--- config.mk ---
export PLATFORM = sky130hd
export DESIGN_NAME = eeprom_prgm_seq
export DESIGN_NICKNAME = d
export VERILOG_FILES = /design/src/rtl/eeprom_prgm_seq_pkg.sv /design/src/rtl/eeprom_prgm_seq_wait_timer.sv /design/src/rtl/eeprom_prgm_seq.sv
export SDC_FILE = /design/constraint.sdc
export NUM_CORES = 1
export LEC_CHECK = 0
export CORE_MARGIN = 10
export CORE_UTILIZATION = 40
export DETAILED_ROUTE_END_ITERATION = 12
export GPL_TIMING_DRIVEN = 0
export REMOVE_ABC_BUFFERS = 1
export SLEW_MARGIN = 25
export SYNTH_ARGS = -nofsm -noshare
export SYNTH_HDL_FRONTEND = slang
export SYNTH_SLANG_ARGS = --single-unit
--- constraint.sdc ---
create_clock -name clk_i -period 3.7 [get_ports clk_i]
set_clock_uncertainty 0.05 [all_clocks]
set_input_delay 0.555 -clock clk_i [delete_from_list [all_inputs] [get_ports clk_i]]
set_output_delay 0.555 -clock clk_i [all_outputs]
set_load 0.03 [all_outputs]
--- src/rtl/eeprom_prgm_seq_pkg.sv ---
// Shared definitions for the program-load sequencer: state encodings, bus width
// and the Moore decode of per-state control outputs.
package eeprom_prgm_seq_pkg;

  localparam int STATE_W = 3;
  localparam int BUS_W   = 8;

  typedef enum logic [STATE_W-1:0] {
    ST_IDLE     = 3'd0,
    ST_FETCH    = 3'd1,
    ST_SET_MAR  = 3'd2,
    ST_SET_DATA = 3'd3,
    ST_WAIT     = 3'd4,
    ST_FINISH   = 3'd5,
    ST_ERROR    = 3'd6
  } state_e;

  typedef struct packed {
    logic prgm;
    logic src_ready;
    logic bus_oe;
    logic we_mar;
    logic we_eeprom;
    logic busy;
    logic done;
  } ctrl_t;

  function automatic ctrl_t decode_ctrl(input state_e st);
    ctrl_t c;
    c = '0;
    case (st)
      ST_FETCH: begin
        c.prgm      = 1'b1;
        c.src_ready = 1'b1;
        c.busy      = 1'b1;
      end
      ST_SET_MAR: begin
        c.prgm   = 1'b1;
        c.bus_oe = 1'b1;
        c.we_mar = 1'b1;
        c.busy   = 1'b1;
      end
      ST_SET_DATA: begin
        c.prgm      = 1'b1;
        c.bus_oe    = 1'b1;
        c.we_eeprom = 1'b1;
        c.busy      = 1'b1;
      end
      ST_WAIT: begin
        c.prgm   = 1'b1;
        c.bus_oe = 1'b1;
        c.busy   = 1'b1;
      end
      ST_FINISH: begin
        c.prgm = 1'b1;
        c.done = 1'b1;
        c.busy = 1'b1;
      end
      default: c = '0;
    endcase
    return c;
  endfunction

endpackage

--- src/rtl/eeprom_prgm_seq_wait_timer.sv ---
// Loadable down-counter bounding the wait for EEPROM write completion.
// Saturates at zero; load has priority over decrement.
module eeprom_prgm_seq_wait_timer #(
  parameter int WR_TIMEOUT = 255
) (
  input  logic clk_i,
  input  logic rst_i,
  input  logic load_i,
  input  logic dec_i,
  output logic zero_o
);

  localparam int CNT_W = (WR_TIMEOUT < 1) ? 1 : $clog2(WR_TIMEOUT + 1);
  localparam logic [CNT_W-1:0] LOAD_VAL = CNT_W'(WR_TIMEOUT);

  logic [CNT_W-1:0] cnt_q, cnt_d;

  always_comb begin
    cnt_d = cnt_q;
    if (load_i) begin
      cnt_d = LOAD_VAL;
    end else if (dec_i && (cnt_q != '0)) begin
      cnt_d = cnt_q - CNT_W'(1);
    end
  end

  always_ff @(posedge clk_i or posedge rst_i) begin
    if (rst_i) begin
      cnt_q <= '0;
    end else begin
      cnt_q <= cnt_d;
    end
  end

  assign zero_o = (cnt_q == '0);

endmodule

--- src/rtl/eeprom_prgm_seq.sv ---
// Program-load sequencer: streams source words into program EEPROM via the shared
// bus, strobing MAR then EEPROM per word and waiting (bounded) for write completion.
module eeprom_prgm_seq
  import eeprom_prgm_seq_pkg::*;
#(
  parameter int ADDR_W     = 4,
  parameter int DATA_W     = BUS_W,
  parameter int WR_TIMEOUT = 255
) (
  input  logic              clk_i,
  input  logic              clr_i,
  input  logic              start_i,
  input  logic              abort_i,
  input  logic [ADDR_W-1:0] last_addr_i,
  input  logic              src_valid_i,
  input  logic [DATA_W-1:0] src_data_i,
  output logic              src_ready_o,
  input  logic              ee_done_i,
  output logic              prgm_o,
  output logic              bus_oe_o,
  output logic [DATA_W-1:0] bus_out_o,
  output logic              we_mar_o,
  output logic              we_eeprom_o,
  output logic [ADDR_W-1:0] addr_o,
  output logic              busy_o,
  output logic              done_o,
  output logic              err_o
);

  state_e              state_q, state_d;
  logic [ADDR_W-1:0]   addr_q, addr_d;
  logic [ADDR_W-1:0]   last_q, last_d;
  logic [DATA_W-1:0]   data_q, data_d;
  logic                err_q, err_d;
  ctrl_t               ctrl_q;
  logic [DATA_W-1:0]   bus_q, bus_d;
  logic                active;
  logic                tmr_load, tmr_dec, tmr_zero;

  assign active = (state_q != ST_IDLE) && (state_q != ST_ERROR);

  // Abort overrides everything while a session is running.
  always_comb begin
    state_d = state_q;
    addr_d  = addr_q;
    last_d  = last_q;
    data_d  = data_q;
    err_d   = err_q;
    if (active && abort_i) begin
      state_d = ST_IDLE;
      addr_d  = '0;
    end else begin
      case (state_q)
        ST_IDLE, ST_ERROR: begin
          if (start_i && !abort_i) begin
            state_d = ST_FETCH;
            addr_d  = '0;
            last_d  = last_addr_i;
            err_d   = 1'b0;
          end
        end
        ST_FETCH: begin
          if (src_valid_i) begin
            data_d  = src_data_i;
            state_d = ST_SET_MAR;
          end
        end
        ST_SET_MAR:  state_d = ST_SET_DATA;
        ST_SET_DATA: state_d = ST_WAIT;
        ST_WAIT: begin
          if (ee_done_i) begin
            if (addr_q == last_q) begin
              state_d = ST_FINISH;
            end else begin
              addr_d  = addr_q + ADDR_W'(1);
              state_d = ST_FETCH;
            end
          end else if (tmr_zero) begin
            state_d = ST_ERROR;
            err_d   = 1'b1;
          end
        end
        ST_FINISH: begin
          state_d = ST_IDLE;
          addr_d  = '0;
        end
        default: state_d = ST_IDLE;
      endcase
    end
  end

  always_comb begin
    case (state_d)
      ST_SET_MAR:           bus_d = DATA_W'(addr_d);
      ST_SET_DATA, ST_WAIT: bus_d = data_d;
      default:              bus_d = '0;
    endcase
  end

  assign tmr_load = (state_q == ST_SET_DATA) && !abort_i;
  assign tmr_dec  = (state_q == ST_WAIT) && !ee_done_i && !abort_i;

  eeprom_prgm_seq_wait_timer #(
    .WR_TIMEOUT(WR_TIMEOUT)
  ) u_wait_timer (
    .clk_i  (clk_i),
    .rst_i  (clr_i),
    .load_i (tmr_load),
    .dec_i  (tmr_dec),
    .zero_o (tmr_zero)
  );

  // Outputs are registered from the next-state decode so they track state_q exactly.
  always_ff @(posedge clk_i or posedge clr_i) begin
    if (clr_i) begin
      state_q <= ST_IDLE;
      addr_q  <= '0;
      last_q  <= '0;
      data_q  <= '0;
      err_q   <= 1'b0;
      ctrl_q  <= '0;
      bus_q   <= '0;
    end else begin
      state_q <= state_d;
      addr_q  <= addr_d;
      last_q  <= last_d;
      data_q  <= data_d;
      err_q   <= err_d;
      ctrl_q  <= decode_ctrl(state_d);
      bus_q   <= bus_d;
    end
  end

  assign prgm_o      = ctrl_q.prgm;
  assign src_ready_o = ctrl_q.src_ready;
  assign bus_oe_o    = ctrl_q.bus_oe;
  assign we_mar_o    = ctrl_q.we_mar;
  assign we_eeprom_o = ctrl_q.we_eeprom;
  assign busy_o      = ctrl_q.busy;
  assign done_o      = ctrl_q.done;
  assign bus_out_o   = bus_q;
  assign addr_o      = addr_q;
  assign err_o       = err_q;

endmodule

==> results of run 1 <==
## state kept, by name, indices dropped and copies added, names as in the netlist, 3 cells and up
| register | count |
|---|---|
| state_q | 3 |
| addr_o | 4 |
| bus_out_o | 8 |
| data_q | 8 |
| u_wait_timer.cnt_q | 8 |
| last_q | 4 |
## worst min-delay path, stage by stage (launching register included)
cell and delay, ps:
dfrtp_1 350, nand2_1 40, o21ai_0 60
## through the flow
step | hold slack [ps] | cell area (um2) | worst slack (ps) | cells
floorplan | 395.2 | 1939 | 1206 | 175
global placement | 413.4 | 2394 | 12.39 | 279
detailed placement | 425.2 | 2432 | 1011 | 281
CTS | 445.6 | 2522 | 1329 | 289
global route | 475.6 | 2522 | 1201 | 289
finish | 440.4 | 2522 | 1362 | 289
## final timing paths
check / depth (start not counted) / start / to
worst max-delay path: 4 / abort_i / data_q[2]
worst min-delay path: 2 / data_q[1] / bus_out_o[1]
worst max register to register: 4 / state_q[0] / data_q[2]
worst min register to register: 2 / data_q[1] / bus_out_o[1]
max in group asynchronous: 3 / clr_i / src_ready_o
min in group asynchronous: 2 / clr_i / last_q[3]
## cell families (layout without fill, tap and decap cells)
logic type,after synthesis,after routing,share of synthesized area
AND/OR/NAND/NOR,62,62,0.1631
flip-flops,42,42,0.5330
AO/OA/AOI/OAI,35,35,0.1256
multiplexers,16,16,0.08883
buffers and inverters,15,55,0.03173
XOR/XNOR,9,9,0.03998
adder cells (fa/ha/maj),3,3,0.01776
## where the power goes
group / switching, uW / internal [uW] / leakage, uW
Combinational: 345 / 314 / 0.000494
Sequential: 150 / 620 / 0.000520
Clock: 162 / 133 / 0.0000441
## synth_stat cells (2+ instances only)
master and number:
xnor2_1 6, o211ai_1 2, and3_1 2, mux2i_1 4
a21oi_1 10, clkbuf_1 3, and2_2 4, o22ai_1 2
inv_1 8, nand3_1 7, o21ai_0 9, a41oi_1 2
nand2b_1 4, a22o_2 2, nor2_1 16, dfrtp_1 42
mux2_2 12, xor2_1 3, nand2_1 15, ha_1 2
buf_2 2, nor3_1 4
## per-layer routing
| metal | vias to the layer above | track usage | part of all wire |
|---|---|---|---|
| li1 | 713 | - | - |
| met1 | 733 | 0.1290 | 0.43 |
| met2 | 40 | 0.1864 | 0.50 |
| met3 | 4 | 0.03990 | 0.058 |
| met4 | 0 | 0.02785 | 0.0093 |
| met5 | - | 0 | 0 |
## area by class of cell
| class | instances | area share |
|---|---|---|
| clock inverter | 3 | 0.008433 |
| timing repair buffer | 39 | 0.1597 |
| tap | 67 | 0.03323 |
| multi-input combinational | 125 | 0.3428 |
| sequential | 42 | 0.4167 |
| inverter | 8 | 0.01190 |
| clock buffer | 5 | 0.02728 |
==> out/results.tsv, run 1 <==
stage	metric	value	unit
floorplanning	initial core utilization	0.4147	
min_path	HP Class	reg -> reg	
placement	hpwl dp	3.343	mm
timing	Slew Limit Fails	0	
timing	# setup viols final	0	
worst_setup_path	Buf/Inv on CP	2	
power_and_ir_drop	Max VDD drop	282.5	uV
cells_and_area	Area growth syn-to-layout	27.92	%
timing	Tcrit/Tclk final	0.6320	
cts	Clock Tree Root	clkbuf_8	
floorplanning	Die Width	90.21	um
logic_synthesis	share of Yosys cell area claimed by the top area cell type	0.5330	
worst_setup_path	worst-path maximum fanout	7	
logic_synthesis	post-synth top area cell	dfrtp_1	
job	Max-cap violations	0	
timing	Slew Limit Headroom	0.5141	
worst_setup_path	crit end category	register	
worst_setup_path	crit path kind	in -> reg	
cells_and_area	commonest non-fill, non-tap cell in the layout	dfrtp_1	
logic_synthesis	Synth Area per Inst	10.83	um2
worst_setup_path	slowest stage cell, crit path	nor4_2	
cells_and_area	# diodes	0	
power_and_ir_drop	post-layout total power	1722	uW
cells_and_area	Nets	241	
timing	Worst-Margin Slew	722.9	ps
floorplanning	site row count	25	
worst_setup_path	CP max stage delay	670	ps
detailed_routing	vias	1490	
cells_and_area	share of cells above drive strength 1	0.1712	
cts	H-tree Lvls	2	
logic_synthesis	Synth area leaders	dfrtp_1 53%, mux2_2 6.9%, nor2_1 3.0%	
detailed_routing	DRC	0	
global_routing	first-pass GRT wire length	7.486	mm
placement	IO Port Bufs	37	
logic_synthesis	flops & latches, synth	42	
cts	CTS Buf Count	5	
cells_and_area	most frequent cells in the layout	42 x dfrtp_1, 37 x clkdlybuf4s50_1, 16 x nor2_1, 15 x nand2_1, 12 x mux2_2	
cts	worst-skew pair later-pin latency	290	ps
cts	Clock Path Buffers	2	
timing	Final Hold Vio Count	0	
worst_setup_path	WP data arrival	2470	ps
cells_and_area	Filler Cell Count	429	
power_and_ir_drop	Pwr Density	682.7	mW/mm2
worst_setup_path	worst path cell trace	clkdlybuf4s50_1, nor4_2, buf_2, mux2_2	
floorplanning	die area	0.008138	mm2
cts	Post-CTS Setup Inserts	0	
worst_setup_path	slack of the worst reg-to-reg path	1510	ps
global_routing	GRT Total Usage	0.1102	
detailed_routing	ANT nets after route	0	
cts	TritonCTS clock tree	done	
logic_synthesis	Post-synth EDFFs	0	
detailed_routing	1st-pass router iterations	4	
logic_synthesis	top_reg_cell synth	dfrtp_1	
logic_synthesis	cell area after synthesis	0.001972	mm2
logic_synthesis	Yosys Warn Count	0	
worst_setup_path	required time worst endpoint	3830	ps
floorplanning	core area	0.004755	mm2
detailed_routing	final WL	4.316	mm
timing	TNS Setup	0	ps
logic_synthesis	Cells after Synth	182	
detailed_routing	WL per Instance	14.93	um
cts	clk sinks	42	
floorplanning	die height	90.21	um
status	status	finished, final reports clean	
logic_synthesis	share of flip-flops with an asynchronous set or reset	1.000	
timing	RSZ-0062 raised after global routing	false	
power_and_ir_drop	leakage power	0.001058	uW
worst_setup_path	Startpoint Class	input port	
timing	Final min period	2338	ps
detailed_routing	vias per std cell	5.156	
global_routing	grt ovf	0	
cts	hold buffers post-CTS	0	
logic_synthesis	Yosys cell types	43	
cts	post-cts gate resize count	0	
global_routing	initial antenna violation count	0	
floorplanning	Ports	38	
worst_setup_path	top cell family by delay on the critical path	buffers and inverters	
cts	Clock transition at path regs	90	ps
global_routing	largest net degree at the start of global routing	27	
cells_and_area	sequential cell area	0.001051	mm2
logic_synthesis	register area share after synthesis	0.5330	
detailed_routing	DRT iter0 DRCs	102	
timing	max frequency	0.4277	GHz
global_routing	number of global-route vias before repair	1550	
placement	RePlAce Congestion	0.8554	
cells_and_area	area of the multi-input gates	864.6	um2
cells_and_area	Finished Core Util	0.5305	
No activity file was read; power rests on OpenSTA's default activity.
==> run 2: changes to the inputs <==
--- a/config.mk
+++ b/config.mk
@@ -9,6 +9,7 @@
 export CORE_UTILIZATION = 40
 export DETAILED_ROUTE_END_ITERATION = 12
 export GPL_TIMING_DRIVEN = 0
+export PLACE_DENSITY = 0.67
 export REMOVE_ABC_BUFFERS = 1
 export SLEW_MARGIN = 25
 export SYNTH_ARGS = -nofsm -noshare
==> constraint.sdc (replaced) <==
create_clock -name clk_i -period 2.1 [get_ports clk_i]
set_clock_uncertainty 0.05 [all_clocks]
set_input_delay 0.315 -clock clk_i [delete_from_list [all_inputs] [get_ports clk_i]]
set_output_delay 0.315 -clock clk_i [all_outputs]
set_load 0.03 [all_outputs]
==> run 2 against run 1 <==
Against the previous run: via count shrank 0.40%; worst setup slack worse by 1200 ps; sequential cell count is the same; core utilization grew 1.4 points; first-iteration DRC count decreased by 37%; non-clock buffer count is 2 higher; power rose by 91%; final area grew 2.6%; combinational power up 76%; critical path depth did not move; largest power group unchanged.
==> out/results.tsv, run 2 (synthesis results as in run 1) <==
stage	metric	value	unit
power_and_ir_drop	Clock power frac	0.232	
placement	hpwl dp	3.100	mm
cts	H-tree Lvls	2	
global_routing	largest net degree at the start of global routing	33	
power_and_ir_drop	post-layout total power	3297	uW
worst_setup_path	R2R cell count	4	
placement	IO Port Bufs	37	
worst_setup_path	Startpoint Class	register	
placement	Placed Area	0.002432	mm2
cells_and_area	# diodes	0	
detailed_routing	WL per Instance	14.33	um
detailed_routing	final WL	4.169	mm
cells_and_area	Nets	243	
detailed_routing	DRC	0	
cells_and_area	share of cells above drive strength 1	0.1920	
cells_and_area	Filler Cell Count	441	
min_path	HP Class	in -> async	
detailed_routing	vias	1484	
worst_setup_path	crit path kind	reg -> reg	
cells_and_area	Final Non-Filler Cells	291	
floorplanning	site row count	25	
cts	Clock Path Buffers	2	
floorplanning	Die Width	90.21	um
worst_setup_path	top cell family by delay on the critical path	simple AND/OR/NAND/NOR gates	
worst_setup_path	required time worst endpoint	2230	ps
power_and_ir_drop	Int Pwr	2135	uW
timing	Worst-Margin Slew	489.4	ps
floorplanning	initial core utilization	0.4147	
timing	# setup viols final	0	
floorplanning	Ports	38	
detailed_routing	vias per std cell	5.100	
cells_and_area	most frequent cells in the layout	39 x dfrtp_1, 37 x clkdlybuf4s50_1, 16 x nor2_1, 15 x nand2_1, 12 x mux2_2	
worst_setup_path	r2r startpoint	u_wait_timer.cnt_q[3]	
floorplanning	core area	0.004755	mm2
cells_and_area	Area growth syn-to-layout	31.22	%
cells_and_area	commonest non-fill, non-tap cell in the layout	dfrtp_1	
cts	Clock transition at path regs	90	ps
timing	Slew Limit Headroom	0.6695	
timing	Final min period	1983	ps
worst_setup_path	worst-path maximum fanout	8	
timing	Tcrit/Tclk final	0.9442	
detailed_routing	DRT iter0 DRCs	64	
worst_setup_path	Crit path depth	4	
detailed_routing	1st-pass router iterations	4	
worst_setup_path	WP data arrival	2110	ps
global_routing	grt ovf	0	
worst_setup_path	crit end category	register	
status	status	finished, final reports clean	
global_routing	first-pass GRT wire length	7.231	mm
worst_setup_path	worst path cell trace	or4_4, o311ai_4, nand2_4, a22o_2	
global_routing	GRT Total Usage	0.1066	
power_and_ir_drop	NetSw	1162	uW
job	Max-cap violations	0	
placement	RePlAce Congestion	0.8043	
power_and_ir_drop	Logic pwr share	0.353	
cts	CTS Buf Count	5	
cells_and_area	Finished Core Util	0.5442	
cts	clk sinks	42	
worst_setup_path	CP max stage delay	570	ps
power_and_ir_drop	Switching Fraction	0.3524	
placement	Cells after DPL	282	
timing	Final Hold Vio Count	0	
worst_setup_path	slowest stage cell, crit path	or4_4	
timing	Slew Limit Fails	0	
timing	max frequency	0.5043	GHz
global_routing	initial antenna violation count	0	
power_and_ir_drop	leakage power	0.001087	uW
worst_setup_path	slack of the worst reg-to-reg path	120	ps
cts	worst-skew pair later-pin latency	290	ps
cts	TritonCTS clock tree	done	
power_and_ir_drop	sequential share of power	0.416	
cts	Clock Tree Root	clkbuf_8	
power_and_ir_drop	Pwr Density	1274	mW/mm2
detailed_routing	ANT nets after route	0	
global_routing	number of global-route vias before repair	1464	
worst_setup_path	Buf/Inv on CP	0	
cells_and_area	Finished Cell Area	0.002587	mm2
floorplanning	die area	0.008138	mm2
power_and_ir_drop	Max VDD drop	599.6	uV
floorplanning	die height	90.21	um
timing	TNS Setup	0	ps
worst_setup_path	reg2reg end	bus_out_o[2]	
[run 2: metrics by stage]
step           worst slack, ps  hold WS (ps)
6_report                 117.2         199.6
4_1_cts                  18.57         200.0
3_5_place_dp            -151.7         420.1
5_1_grt                 -4.029         207.9
2_1_floorplan           -394.2         359.3
3_3_place_gp             -1298         408.9
[run 2: layout make-up]
| cell class | instances | area, um2 | share of cell area |
|---|---|---|---|
| flip-flops and latches | 42 | 1055 | 0.4076 |
| multi-input cells | 125 | 870.8 | 0.3366 |
| clock buffers | 5 | 68.82 | 0.02660 |
| inverters | 8 | 30.03 | 0.01161 |
| well taps | 67 | 83.83 | 0.03240 |
| repair buffers | 41 | 410.4 | 0.1586 |
| clock inverters | 3 | 68.82 | 0.02660 |
[run 2: routing by layer]
| layer | part of all wire | routed length (um) | GRT usage |
|---|---|---|---|
| met1 | 0.46 | 1906 | 0.1273 |
| met2 | 0.48 | 1991 | 0.1737 |
| met3 | 0.053 | 222 | 0.03658 |
| met4 | 0.012 | 48 | 0.03846 |
| met5 | 0 | 0 | 0 |
[run 2: worst max-delay path by stage]
stage,from,end,slack (ps)
floorplan,state_q[1],bus_out_o[4],-390
global placement,abort_i,bus_out_o[4],-1300
detailed placement,abort_i,bus_out_o[7],-150
CTS,state_q[1],u_wait_timer.cnt_q[6],20
global route,u_wait_timer.cnt_q[3],u_wait_timer.cnt_q[6],-4
finish,u_wait_timer.cnt_q[3],bus_out_o[2],120
[run 2: what timing repair did]
action / in CTS / in global routing
hold buffers: 0 / 0
hold endpoints to repair: 0 / 0
endpoints found under the setup margin: 0 / 13
setup buffers: 0 / 1
gates resized for setup: 0 / 4
[run 2: power groups by stage]
stage	Sequential [uW]	Combinational, uW	Clock, uW
final	1370	1160	764
after global routing	1430	1290	818
after CTS	1360	1180	778
after detailed placement	1370	1170	0
after global placement	1360	1130	0
after floorplan	1480	645	0
